===== src/rtl/md5_pkg.sv =====
`timescale 1ns/1ps
`default_nettype none
// ============================================================================
// md5_pkg
//   Shared types and constants for the MD5 message loader.
//   Rev 1.0 - initial release
// ============================================================================
package md5_pkg;

    typedef enum logic [2:0] {
        IDLE = 3'd0,
        FILL = 3'd1,
        LOAD = 3'd2,
        PAD  = 3'd3,
        LENW = 3'd4,
        GO   = 3'd5,
        WAIT = 3'd6
    } md5_state_t;

    localparam logic [7:0]       PAD_BYTE      = 8'h80;
    localparam int               WORDS_PER_BLK = 16;
    localparam int               WORDS_PER_QTR = 4;
    localparam int               WI_W          = $clog2(WORDS_PER_BLK);
    localparam logic [WI_W-1:0]  LEN_LO_IDX    = 4'd14;
    localparam logic [WI_W-1:0]  LEN_HI_IDX    = 4'd15;

    // Where the next word comes from once the current write (or block) is done.
    function automatic md5_state_t fill_dest(input logic            msg_end,
                                             input logic            need80,
                                             input logic            extra,
                                             input logic [WI_W-1:0] wi);
        if (!msg_end) return FILL;
        if (need80 || extra || (wi < LEN_LO_IDX)) return PAD;
        return LENW;
    endfunction

endpackage
`default_nettype wire


===== src/rtl/md5_pad_word.sv =====
`timescale 1ns/1ps
`default_nettype none
// ============================================================================
// md5_pad_word
//   Masks unused bytes of a partial last word and inserts the 0x80 pad byte.
//   Rev 1.0 - initial release
// ============================================================================
module md5_pad_word
    import md5_pkg::*;
(
    input  logic [31:0] i_data,
    input  logic [1:0]  i_bytes,
    input  logic        i_last,
    output logic [31:0] o_word,
    output logic        o_full_last
);

    always_comb begin
        o_word = i_data;
        if (i_last) begin
            for (int b = 0; b < 4; b++) begin
                if (b == int'(i_bytes) + 1)
                    o_word[8*b +: 8] = PAD_BYTE;
                else if (b > int'(i_bytes))
                    o_word[8*b +: 8] = 8'h00;
            end
        end
    end

    assign o_full_last = i_last && (i_bytes == 2'd3);

endmodule
`default_nettype wire


===== src/rtl/md5_load_ctrl.sv =====
`timescale 1ns/1ps
`default_nettype none
// ============================================================================
// md5_load_ctrl
//   MD5 message framing: padding, length field and quarter-block sequencing.
//   Optional MD5_BLK_CNT_EN adds the blk_cnt block counter output.
//   Rev 1.0 - initial release
// ============================================================================
module md5_load_ctrl
    import md5_pkg::*;
#(
    parameter int LEN_W = 64
) (
    input  logic         clk,
    input  logic         reset_n,
    input  logic         s_valid,
    output logic         s_ready,
    input  logic [31:0]  s_data,
    input  logic         s_last,
    input  logic [1:0]   s_bytes,
    output logic [3:0]   core_load,
    output logic [127:0] core_data,
    output logic         core_first,
    output logic         core_go,
    input  logic         core_done,
    output logic         busy,
    output logic         msg_done
`ifdef MD5_BLK_CNT_EN
    ,
    output logic [15:0]  blk_cnt
`endif
);

    localparam logic [31:0] c_PAD_WORD = {24'h0, PAD_BYTE};

    md5_state_t        r_state, w_state_nx;
    logic [WI_W-1:0]   r_wi, w_wi_nx;
    logic [31:0]       r_buf    [WORDS_PER_QTR];
    logic [31:0]       w_buf_nx [WORDS_PER_QTR];
    logic [LEN_W-1:0]  r_bit_len, w_bit_len_nx;
    logic              r_msg_end, w_msg_end_nx;
    logic              r_need80, w_need80_nx;
    logic              r_extra, w_extra_nx;
    logic              r_len_done, w_len_done_nx;
    logic              r_first, w_first_nx;
    logic              w_busy_nx, w_msg_done;
    logic              w_acc, w_wr, w_load, w_full_last;
    logic [31:0]       w_wr_data, w_pad_word;
    logic [63:0]       w_len64;
    logic [5:0]        w_inc;

    assign w_acc   = s_valid && s_ready;
    assign w_len64 = 64'(r_bit_len);
    assign w_inc   = s_last ? {({1'b0, s_bytes} + 3'd1), 3'b000} : 6'd32;

    md5_pad_word u_pad_word (
        .i_data      (s_data),
        .i_bytes     (s_bytes),
        .i_last      (s_last),
        .o_word      (w_pad_word),
        .o_full_last (w_full_last)
    );

    always_comb begin
        w_state_nx    = r_state;
        w_wi_nx       = r_wi;
        w_buf_nx      = r_buf;
        w_bit_len_nx  = r_bit_len;
        w_msg_end_nx  = r_msg_end;
        w_need80_nx   = r_need80;
        w_extra_nx    = r_extra;
        w_len_done_nx = r_len_done;
        w_first_nx    = r_first;
        w_busy_nx     = busy;
        w_msg_done    = 1'b0;
        w_wr          = 1'b0;
        w_wr_data     = '0;

        case (r_state)
            IDLE, FILL: begin
                if (w_acc) begin
                    w_wr         = 1'b1;
                    w_wr_data    = w_pad_word;
                    w_bit_len_nx = ((r_state == IDLE) ? '0 : r_bit_len) + LEN_W'(w_inc);
                    w_msg_end_nx = s_last;
                    w_need80_nx  = w_full_last;
                    // A pad byte at index 14/15 leaves no room for the length words.
                    w_extra_nx   = s_last && !w_full_last && (r_wi >= LEN_LO_IDX);
                    if (r_state == IDLE) begin
                        w_first_nx    = 1'b1;
                        w_busy_nx     = 1'b1;
                        w_len_done_nx = 1'b0;
                    end
                end
            end
            PAD: begin
                // A pending 0x80 word is deferred to the next block when it would hit 14/15.
                w_wr      = 1'b1;
                w_wr_data = (r_need80 && (r_wi < LEN_LO_IDX)) ? c_PAD_WORD : '0;
                if (r_wi < LEN_LO_IDX)
                    w_need80_nx = 1'b0;
            end
            LENW: begin
                w_wr      = 1'b1;
                w_wr_data = (r_wi == LEN_HI_IDX) ? w_len64[63:32] : w_len64[31:0];
                if (r_wi == LEN_HI_IDX)
                    w_len_done_nx = 1'b1;
            end
            LOAD: begin
                w_state_nx = (r_wi == '0) ? GO
                                          : fill_dest(r_msg_end, r_need80, r_extra, r_wi);
            end
            GO: begin
                w_state_nx = WAIT;
            end
            WAIT: begin
                if (core_done) begin
                    if (r_len_done) begin
                        w_state_nx = IDLE;
                        w_msg_done = 1'b1;
                        w_busy_nx  = 1'b0;
                    end else begin
                        w_first_nx = 1'b0;
                        w_extra_nx = 1'b0;
                        w_state_nx = fill_dest(r_msg_end, r_need80, 1'b0, r_wi);
                    end
                end
            end
            default: begin
                w_state_nx = IDLE;
            end
        endcase

        if (w_wr) begin
            w_buf_nx[r_wi[1:0]] = w_wr_data;
            w_wi_nx             = r_wi + 4'd1;
            w_state_nx          = (w_wi_nx[1:0] == 2'b00) ? LOAD
                                : fill_dest(w_msg_end_nx, w_need80_nx, w_extra_nx, w_wi_nx);
        end
    end

    assign w_load = w_wr && (w_wi_nx[1:0] == 2'b00);

    always_ff @(posedge clk) begin
        if (!reset_n) begin
            r_state    <= IDLE;
            r_wi       <= '0;
            r_buf      <= '{default: '0};
            r_bit_len  <= '0;
            r_msg_end  <= 1'b0;
            r_need80   <= 1'b0;
            r_extra    <= 1'b0;
            r_len_done <= 1'b0;
            r_first    <= 1'b0;
            s_ready    <= 1'b0;
            core_load  <= '0;
            core_data  <= '0;
            core_first <= 1'b0;
            core_go    <= 1'b0;
            busy       <= 1'b0;
            msg_done   <= 1'b0;
        end else begin
            r_state    <= w_state_nx;
            r_wi       <= w_wi_nx;
            r_buf      <= w_buf_nx;
            r_bit_len  <= w_bit_len_nx;
            r_msg_end  <= w_msg_end_nx;
            r_need80   <= w_need80_nx;
            r_extra    <= w_extra_nx;
            r_len_done <= w_len_done_nx;
            r_first    <= w_first_nx;
            s_ready    <= (w_state_nx == IDLE) || (w_state_nx == FILL);
            core_load  <= w_load ? (4'b0001 << r_wi[3:2]) : 4'b0000;
            if (w_load)
                core_data <= {w_buf_nx[0], w_buf_nx[1], w_buf_nx[2], w_buf_nx[3]};
            core_first <= w_load && w_first_nx;
            core_go    <= (w_state_nx == GO);
            busy       <= w_busy_nx;
            msg_done   <= w_msg_done;
        end
    end

`ifdef MD5_BLK_CNT_EN
    always_ff @(posedge clk) begin
        if (!reset_n)
            blk_cnt <= '0;
        else if ((r_state == IDLE) && w_acc)
            blk_cnt <= '0;
        else if ((r_state == WAIT) && core_done && (blk_cnt != 16'hFFFF))
            blk_cnt <= blk_cnt + 16'd1;
    end
`else
    // No block counter in this build.
`endif

endmodule
`default_nettype wire


===== config.mk =====
export PLATFORM = sky130hd
export DESIGN_NAME = md5_load_ctrl
export DESIGN_NICKNAME = d
export VERILOG_FILES = /design/src/rtl/md5_pkg.sv /design/src/rtl/md5_pad_word.sv /design/src/rtl/md5_load_ctrl.sv
export SDC_FILE = /design/constraint.sdc
export NUM_CORES = 1
export LEC_CHECK = 0
export ABC_CLOCK_PERIOD_IN_PS = 4440
export CORE_MARGIN = 3
export CORE_UTILIZATION = 55
export CTS_CLUSTER_DIAMETER = 40
export DETAILED_ROUTE_END_ITERATION = 12
export DONT_BUFFER_PORTS = 1
export PLACE_DENSITY = 0.67
export SYNTH_ARGS = -nofsm -noshare
export SYNTH_HDL_FRONTEND = slang
export SYNTH_SLANG_ARGS = --single-unit

===== constraint.sdc =====
create_clock -name clk -period 4.44 [get_ports clk]
set_input_delay 0.222 -clock clk [delete_from_list [all_inputs] [get_ports clk]]
set_output_delay 0.222 -clock clk [all_outputs]
set_load 0.01 [all_outputs]

Word-level counts from Yosys, hierarchy flattened. Index checks and enable logic that the tools add are counted.

Input port bits: 39. Flip-flop bits (word level): 341. Word-level logic and storage cells: 163.

Add/subtract/negate cells: 4. Equal/unequal tests: 18. Shifts and indexed selects: 1. Bitwise logic cells: 1. Muxes and demuxes: 80. $lt $le $gt $ge: 8. Reductions and logical operators: 31.

Operators by type and width (number): bitwise mux 128 bit (1); 2-to-1 mux 128 bit (1); 2-to-1 mux 32 bit (4); one-hot mux 32 bit (3 select lines) (1); adder 64 x 6 -> 64 bit (1); demux 32 bit (select 2 bit) (1); equality test 3 x 32 -> 1 bit (first input constant) (2); 2-to-1 mux 64 bit (1); 2-to-1 mux 8 bit (8); 2-to-1 mux 3 bit (16); 2-to-1 mux 1 bit (38); equality test 2 x 32 -> 1 bit (first input constant) (1); logical NOT 32 bit (1); equality test 3 bit (second input constant) (4); one-hot mux 1 bit (2 select lines) (6); one-hot mux 3 bit (4 select lines) (1); inequality test 2 bit (second input constant) (5); logical AND 1 bit (8); < comparator 4 bit (second input constant) (2); adder 2 x 1 -> 3 bit (second input constant) (2); equality test 3 x 1 -> 1 bit (second input constant) (2); equality test 3 x 2 -> 1 bit (second input constant) (2); logical NOT 3 bit (2); logical OR 1 bit (6); 22 further kinds (27).

Depth between registers and ports, before layout.
Depth after elaboration: 18. Depth in mapped cells: 13.

By module. Synthesis repeated with hierarchy kept, for this count alone.

Cells, all modules: 1676. Area total of the unflattened synthesis: 13764.5 um^2.

Modules (own cells, without submodules): md5_load_ctrl (area an instance 13521.7 um^2, instances 1, cells an instance 1639); md5_pad_word (area an instance 242.7 um^2, instances 1, cells an instance 37).

Worst setup path before layout. Ideal clock, no wire load.

Kind: reg2reg. From: reg r_state[2]. To: reg r_bit_len[63]. Data required time: 4.312 ns. Slack: 1.373 ns. Stages on the path, launching flop included: 14. Path buffers: 3. Data arrival time: 2.940 ns. Cells stage by stage: dfxtp_1 > buf_6 > clkbuf_1 > or3_1 > clkbuf_1 > and2_1 > ha_1 > fa_1 > a21oi_1 > nor4b_4 > nand4_2 > nor4_2 > xor2_1 > nor2_1.

Cells in the longest elaborated chain, start to end: 3.

Ends and longest elaborated chain: start: declaration (line md5_load_ctrl.sv:36) `md5_state_t r_state, w_state_nx;`; start signal: assignment (line md5_load_ctrl.sv:163) `r_state <= w_state_nx;`; logical NOT 3 bit or equality test 3 x 1 -> 1 bit (tied branches) (line md5_load_ctrl.sv:79, md5_load_ctrl.sv:84); 2-to-1 mux 64 bit or OR reduction 2 bit (tied branches) (line md5_load_ctrl.sv:84, md5_load_ctrl.sv:79); adder 64 x 6 -> 64 bit or AND reduction 2 bit (tied branches); end signal: assignment (line md5_load_ctrl.sv:166) `r_bit_len <= w_bit_len_nx;`; end: declaration (line md5_load_ctrl.sv:40) `logic [LEN_W-1:0] r_bit_len, w_bit_len_nx;`.

Parallel ways exist; a longest one is shown, timed or not. A chain may end at the register's enable or synchronous reset.

Worst setup path in the final report.
From: reg r_state[2]. To: reg r_bit_len[47].

The elaborated chain is that of the path after synthesis.

==> reports/summary.txt <==
status: complete, no violations
Post-synth EDFFs: 0
DIE AREA: 26300 um2
TritonCTS Sinks: 338
setup bufs post-CTS: 0
Peak VDD IR: 0.325 mV
fmax: 290 MHz
Final Wtd Congestion: 0.930
area occupied by multi-input gates: 6270 um2
Layout Cell Area excl Fill: 15100 um2
post-synthesis cell area: 13400 um2
syn_nets: 1522
worst-path fanout max: 17
post-CTS sizing: 0
critical path class: reg -> reg
CTS tree: yes
Reg clk slew, reported paths: 0.05 ns
Clock Skew: 0.0216 ns
Syn Inst Count: 1470
layout cells sized above 1: 7.19%
GR Util All Layers: 27.7%
PortBufs: 0
initial core utilization: 56.6%
Worst setup EP type: flop
synth warn: 0
DR WL/cell: 21.0 um
width of the die: 162 um
final slew viol count: 0
R2R cell count: 11
post-synthesis sequential area ratio: 50.3%
DRT iter0 DRCs: 898
die height: 162 um
number of fill cells: 1989
H-tree lvl count: 2
DRC Markers: 0
Max Cap Viol: 0
first-pass GRT wire length: 57.8 mm
area grow syn2layout: 12.5%
Hold Violations, Final: 0
Setup violations, final: 0
Leak: 5.47 nW
synth unique cells: 63
vias in the first global route: 10000
Hold WC Path Type: in -> reg
FF+latch count, synth: 338
P per Cell Area: 469 nW/um2
Reg area: 6770 um2
setup_tns: 0 ns
Hold-fix buffers, CTS: 3
ys async rst share: 0%
CP startpoint kind: flop
grt ovf: 0
Inst Count DP: 1702
largest net degree at the start of global routing: 144
minimum clock period: 3.45 ns
initial antenna violation count: 5
syn avg cell area: 9.14 um2
final core occ: 63.6%
Vias/cell: 5.94
ys flop type: dfxtp_1
fin crit share: 77.6%
required time of the critical path: 4.81 ns
Clk Latency, worst-skew pair: 0.53 ns
relative slew slack: 22.2%
clock buffer depth: 3
I/O Pins: 176
CTS Buf Count: 42
Non-Filler Instances: 1781
Placed Area: 13600 um2
Hold Path Stages: 2
via count: 10600
RSZ-0062 raised after global routing: no
# rows: 56
Worst Tran Pin Value: 1.17 ns
Final HPWL DP: 24.9 mm
Final #Nets: 1482
WL final: 37.4 mm
Crit path arrival time: 3.82 ns
drt first pass iters: 5
Antenna Nets Post-Route: 0
CORE AREA: 23800 um2
root buf cell: clkbuf_16
[cells in the mapped netlist (14+ instances only)]
library cell	number	area, um2
and2_1	14	87.6
mux2i_1	88	881
clkbuf_1	75	282
a22o_1	32	280
o2bb2ai_1	103	902
buf_2	19	95.1
nor2_1	290	1090
nor4_1	20	125
nand2_1	124	465
dfxtp_1	338	6770
o21ai_0	38	190
xor2_1	32	280
nand4_1	25	156
nand3_1	42	210
nor3_1	54	270
xnor2_1	22	193
a21oi_1	30	150
[sequential cells by signal, indices dropped and copies added, names as in the netlist]
name / flops
busy: 1
core_data: 128
core_first: 1
core_go: 1
core_load: 4
msg_done: 1
r_bit_len: 61
r_buf: 128
r_extra: 1
r_first: 1
r_len_done: 1
r_msg_end: 1
r_need80: 1
r_state: 3
r_wi: 4
s_ready: 1
[routing by layer]
metal / track usage (%) / vias up / part of all wire (%)
met4: 8.49 / 6 / 2.8
met5: 0 / - / 0.12
met3: 8.34 / 73 / 9.1
li1: - / 5064 / -
met2: 42.5 / 400 / 44
met1: 37.6 / 5043 / 44
[layout by cell type, fill, tap and decap left out, types with 12 or more instances in the layout]
| master | synthesis | routed |
|---|---|---|
| dfxtp_1 | 338 | 338 |
| nor2_1 | 290 | 289 |
| nand2_1 | 124 | 123 |
| o2bb2ai_1 | 103 | 103 |
| mux2i_1 | 88 | 88 |
| nor3_1 | 54 | 51 |
| clkbuf_16 | 0 | 42 |
| nand3_1 | 42 | 40 |
| o21ai_0 | 38 | 38 |
| a22o_1 | 32 | 32 |
| xor2_1 | 32 | 32 |
| a21oi_1 | 30 | 30 |
| nand4_1 | 25 | 25 |
| xnor2_1 | 22 | 22 |
| nor4_1 | 20 | 20 |
| buf_4 | 1 | 14 |
| and2_1 | 14 | 13 |
| ha_1 | 12 | 12 |
[metrics by stage]
stage / hold WS [ns] / worst slack, ns / total power [mW]
2_1_floorplan: 0.344 / 1.37 / 3.45
3_3_place_gp: 0.350 / 1.18 / 3.55
3_5_place_dp: 0.352 / 1.06 / 3.55
4_1_cts: 0.0140 / 1.04 / 7.14
5_1_grt: 0.0340 / 0.678 / 7.32
6_report: 0.0232 / 0.994 / 7.09
[worst max-delay path, stage by stage, from the launching register on]
cell and delay [ns]:
dfxtp_1 0.64, or3_1 0.46, and2_1 0.19, ha_1 0.20, fa_1 0.24, a21oi_1 0.13
nor4b_4 0.27, buf_4 0.24, nand4_2 0.32, nor4_1 0.36, xor2_1 0.18, nor2_1 0.05
[power by group]
group	total, mW	internal [mW]	switching, mW
logic	0.386	0.102	0.284
clock network	3.59	2.30	1.30
registers	3.11	3.08	0.0307
[final cells by class]
cell class | instances | area share [%]
well taps | 319 | 2.64
repair buffers | 18 | 1.03
multi-input cells | 1023 | 41.5
clock inverters | 22 | 2.33
clock buffers | 52 | 7.53
inverters | 7 | 0.207
diodes | 2 | 0.0331
flip-flops and latches | 338 | 44.8
[kinds of logic after synthesis]
family | share of synthesized area [%]
xor gates and xnor gates | 3.52
buffers and inverters | 3.31
DFF | 50.3
adders and majority gates | 1.27
AOI/OAI and AO/OA | 14.0
muxes | 6.97
and+or+nand+nor | 20.6
[final timing paths]
| path | endpoint | slack (ns) | from |
|---|---|---|---|
| max | r_bit_len[47]$_SDFFE_PN0P_ | 0.99 | r_state[2]$_SDFF_PN0_ |
| min | r_state[2]$_SDFF_PN0_ | 0.02 | reset_n |
| max reg2reg | r_bit_len[47]$_SDFFE_PN0P_ | 0.99 | r_state[2]$_SDFF_PN0_ |
| min reg2reg | core_first$_SDFF_PN0_ | 0.48 | r_first$_SDFF_PN0_ |
Note: power is estimated with default switching activity, not from simulation.
